$ cat config.mk
export PLATFORM = sky130hd
export DESIGN_NAME = etr_input_ctrl
export DESIGN_NICKNAME = d
export VERILOG_FILES = /design/src/rtl/etr_input_ctrl.sv
export SDC_FILE = /design/constraint.sdc
export NUM_CORES = 1
export LEC_CHECK = 0
export CAP_MARGIN = 20
export CORE_MARGIN = 4
export CORE_UTILIZATION = 40
export DETAILED_ROUTE_END_ITERATION = 16
export PLACE_DENSITY = 0.74
export SETUP_SLACK_MARGIN = 0.4
export SLEW_MARGIN = 20
export SYNTH_ARGS = -nofsm -noshare
export SYNTH_HDL_FRONTEND = slang
export SYNTH_SLANG_ARGS = --single-unit
$ cat constraint.sdc
create_clock -name clk -period 3.15 [get_ports clk]
set_input_delay 0.63 -clock clk [delete_from_list [all_inputs] [get_ports clk]]
set_output_delay 0.63 -clock clk [all_outputs]
set_load 0.02 [all_outputs]
$ cat src/rtl/etr_input_ctrl.sv
// etr_input_ctrl: ETR synchroniser, polarity, digital filter, edge detect and prescaler sequencing
module etr_input_ctrl #(
  parameter int SYNC_STAGES = 2
) (
  input  logic       clk,
  input  logic       aresetn_i,
  input  logic       etr_i,
  input  logic       ece_i,
  input  logic       etp_i,
  input  logic [1:0] etps_i,
  input  logic [3:0] etf_i,
  output logic       etrf_o,
  output logic       etr_flt_o,
  output logic [2:0] psc_cnt_o
);
  typedef enum logic [1:0] {IDLE, ARM, RUN} state_t;
  state_t state, state_nx;
  logic [SYNC_STAGES-1:0] sync;
  logic [6:0] cfg, cfg_q;
  logic [3:0] fcnt;
  logic [2:0] pcnt, ratio_m1;
  logic s, flt, flt_q, etrf, cfg_chg, leave, edge_det;
  assign cfg       = {etp_i, etps_i, etf_i};
  assign cfg_chg   = cfg != cfg_q;
  assign s         = sync[SYNC_STAGES-1] ^ etp_i;
  assign leave     = !ece_i || cfg_chg;
  assign ratio_m1  = 3'b111 >> (2'd3 - etps_i);
  assign edge_det  = state == RUN && flt && !flt_q && !leave;
  assign etrf_o    = etrf;
  assign etr_flt_o = flt;
  assign psc_cnt_o = pcnt;
  // State register; arming always passes through ARM so flt is preloaded without an edge
  always_ff @(posedge clk or negedge aresetn_i)
    if (!aresetn_i) state <= IDLE;
    else state <= state_nx;
  // Next state: a config change while running re-arms so counters never see a stale ratio
  always_comb begin
    state_nx = state;
    state_nx = state == IDLE ? (ece_i ? ARM : IDLE) :
               state == ARM  ? (ece_i ? RUN : IDLE) :
               (!ece_i ? IDLE : cfg_chg ? ARM : RUN);
  end
  // Sync chain, config history, filter, edge detect and prescaler
  always_ff @(posedge clk or negedge aresetn_i) begin
    if (!aresetn_i) begin
      sync  <= '0;
      cfg_q <= '0;
      flt   <= 1'b0;
      flt_q <= 1'b0;
      fcnt  <= '0;
      pcnt  <= '0;
      etrf  <= 1'b0;
    end else begin
      sync  <= {sync[SYNC_STAGES-2:0], etr_i};
      cfg_q <= cfg;
      etrf  <= 1'b0;
      if (state == IDLE) begin
        flt   <= 1'b0;
        flt_q <= 1'b0;
        fcnt  <= '0;
        pcnt  <= '0;
      end else if (state == ARM) begin
        flt   <= s;
        flt_q <= s;
        fcnt  <= '0;
        pcnt  <= '0;
      end else begin
        flt_q <= flt;
        if (s == flt) fcnt <= '0;
        else if (fcnt == etf_i) begin
          flt  <= s;
          fcnt <= '0;
        end else fcnt <= fcnt + 4'd1;
        if (leave) begin
          pcnt <= '0;
          fcnt <= '0;
        end else if (edge_det) begin
          if (pcnt == ratio_m1) begin
            pcnt <= '0;
            etrf <= 1'b1;
          end else pcnt <= pcnt + 3'd1;
        end
      end
    end
  end
endmodule
==> flow_summary.toml <==
[route]
wirelength_microns = 1700
drt_pass1_iterations = 4
final_antenna_net_count = 0
wire_per_inst_microns = 13.3
vias = 656
viasPerCell = 5.13
drt-initial-drc-count = 5
drc_errors = 0

[critical_path]
timing_worst_setup_path_type = "flop to output port"
crit_buf_inv = 1
endpoint_kind = "output port"
cpMaxStageDelayCell = "clkdlybuf4s50_1"
cp_top_family = "buffers and inverters"
worstPathMaxFanout = 7
path_cells = "clkdlybuf4s50_1"
critPathRequiredTime_ns = 2.52
max_stage_delay_ns = 0.65
worstPathArrival_ns = 1.42
crit_path_start_kind = "flop"

[cts]
cts_tree = "built"
clkTransAtPathRegs_ns = 0.11
cts_hold_buf = 0
cts_setup_buffers = 0
clockBufferDepth = 2
cts_buffers = 3
clock_sinks = 21
clkLatencyLatePin_ns = 0.30
root_buffer = "clkbuf_4"
htreeDepth = 1
cts_resized = 0

[sta]
final.setup.tns_ns = 0
max_freq_mhz = 489
rsz0062_at_grt = "no"
period_needed_ns = 2.05
slew_headroom_pct = 40.5
worst_slew_pin_slew_ns = 0.890
setup_slack_ns = 1.10
skew_ns = 0.00297
hold_viol_final = 0
setup_viol = 0
period_share_pct = 64.9
drv_slew = 0

[power]
intPower_mw = 0.355
leakage_nw = 0.469
vdd_drop_max_uv = 238
switching_share_pct = 24.2
power_density_nw_per_um2 = 400
seqPwrFrac_pct = 61.2
comb_power_share_pct = 12.0
pwr-share-clk_pct = 26.8
switching_power_mw = 0.113

[yosys]
synth_warnings = 0
syn_nets = 94
yosysUniqueCellTypes = 26
netlist_area_sq_um = 956
synth_area_leader_cell = "dfrtp_1"
synthCells = 81
syn-mean-instance-area_sq_um = 11.8
synth_top_area_share_pct = 55.0
ys_ff_latch = 21
seq_area_frac_synth_pct = 55.0
ys_top_cells_by_area = "dfrtp_1 55%, xor2_1 9.2%, xnor2_1 4.6%"

[floorplan]
dieArea_sq_um = 3240
rows = 17
die_w_microns = 56.9
core_area_sq_um = 2230
start_util_pct = 42.8
die_h_microns = 56.9
pin_count = 16

[placement]
pre_cts_slack_ns = 0.868
portBuffers = 15
gp_congestion = 0.781

[final_layout]
antenna_cells = 0
area_delta_synth_final_pct = 22.3
final_common_cell = "dfrtp_1"
layout_common_cells = "21 x dfrtp_1, 15 x clkdlybuf4s50_1, 10 x xor2_1, 6 x nor3_1, 6 x nand2_1"
drive_gt1_share_pct = 9.00
fin_nets = 114

[global_routing]
grt_pass1_vias = 684
gr-usage-all-layers_pct = 12.4
grt_first_pass_wirelength_microns = 3090
grt_overflow_total = 0
antenna_found_initial = 0
grt_max_degree = 22

[status]
status = "finished clean"

[worst_hold_path]
hold_class = "flop to flop"

[job]
maxCapViolations = 0
-- cells in the mapped netlist --
cell type  number
nand4_1         1
or4_1           1
nand4b_1        2
nand3_1         4
a31oi_1         2
o31ai_1         1
a21oi_1         2
o211ai_1        1
nor4_2          1
nor2b_1         3
nor3b_1         2
and3_2          1
nand4bb_2       1
ha_1            2
and2_1          2
a21o_1          1
nand3_2         1
xor2_1         10
inv_1           2
nor3_1          6
or3b_1          1
nor2_1          1
a211oi_2        1
xnor2_1         5
nand2_1         6
dfrtp_1        21
-- registers in the layout (all words and copies together), names as in the netlist --
register   flops
cfg_q          7
sync           2
etr_flt_o      1
psc_cnt_o      3
flt_q          1
etrf_o         1
fcnt           4
state          2
-- worst paths after layout --
path	slack, ns	end	cells past startpoint	startpoint
worst max-delay path	1.10	psc_cnt_o[0]	1	psc_cnt_o[0]
worst min-delay path	0.36	sync[1]	0	sync[0]
worst max register to register	1.65	psc_cnt_o[0]	4	psc_cnt_o[0]
worst min register to register	0.36	sync[1]	0	sync[0]
max in group asynchronous	1.79	psc_cnt_o[0]	1	aresetn_i
min in group asynchronous	0.82	cfg_q[6]	1	aresetn_i
-- cells by family (layout without fill, tap and decap cells) --
kind of cell	after synthesis	count (layout)	share of synthesized area (%)
and+or+nand+nor	33	33	21.9
buffers and inverters	2	21	0.786
xor gates and xnor gates	15	15	13.7
adders and majority gates	2	2	2.62
AOI/OAI and AO/OA	8	8	6.02
DFF	21	21	55.0
-- per-layer routing --
metal / global-route usage (%) / part of all wire [%] / wire length [microns]
met5: 0 / 0 / 0
met4: 5.96 / 1.6 / 27
met3: 2.99 / 3.1 / 52
met2: 18.9 / 50 / 853
met1: 16.5 / 45 / 766
-- metrics by stage --
stage	hold slack (ns)	util [%]	total power [mW]	area, sq um	cells
3_3_place_gp	0.336	51.1	0.347	1140	124
2_1_floorplan	0.331	-	0.317	956	81
5_1_grt	0.384	52.3	0.494	1170	128
4_1_cts	0.367	52.3	0.475	1170	128
3_5_place_dp	0.340	51.1	0.348	1140	124
6_report	0.363	52.3	0.468	1170	128
-- power by group through the flow --
| stage | clock [mW] | combinational (mW) | sequential, mW |
|---|---|---|---|
| after CTS | 0.132 | 0.0570 | 0.287 |
| after global placement | 0 | 0.0550 | 0.291 |
| after floorplan | 0 | 0.0255 | 0.292 |
| after detailed placement | 0 | 0.0565 | 0.292 |
| after global routing | 0.143 | 0.0629 | 0.288 |
| final | 0.125 | 0.0560 | 0.286 |
-- layout make-up --
class	instances	area, sq um
Inverter	2	7.51
Timing Repair Buffer	15	150
Clock buffer	3	22.5
Fill cell	195	1060
Sequential cell	21	526
Clock inverter	1	5.00
Tap cell	28	35.0
Multi-Input combinational cell	58	423
Note: power is estimated with default switching activity, not from simulation.
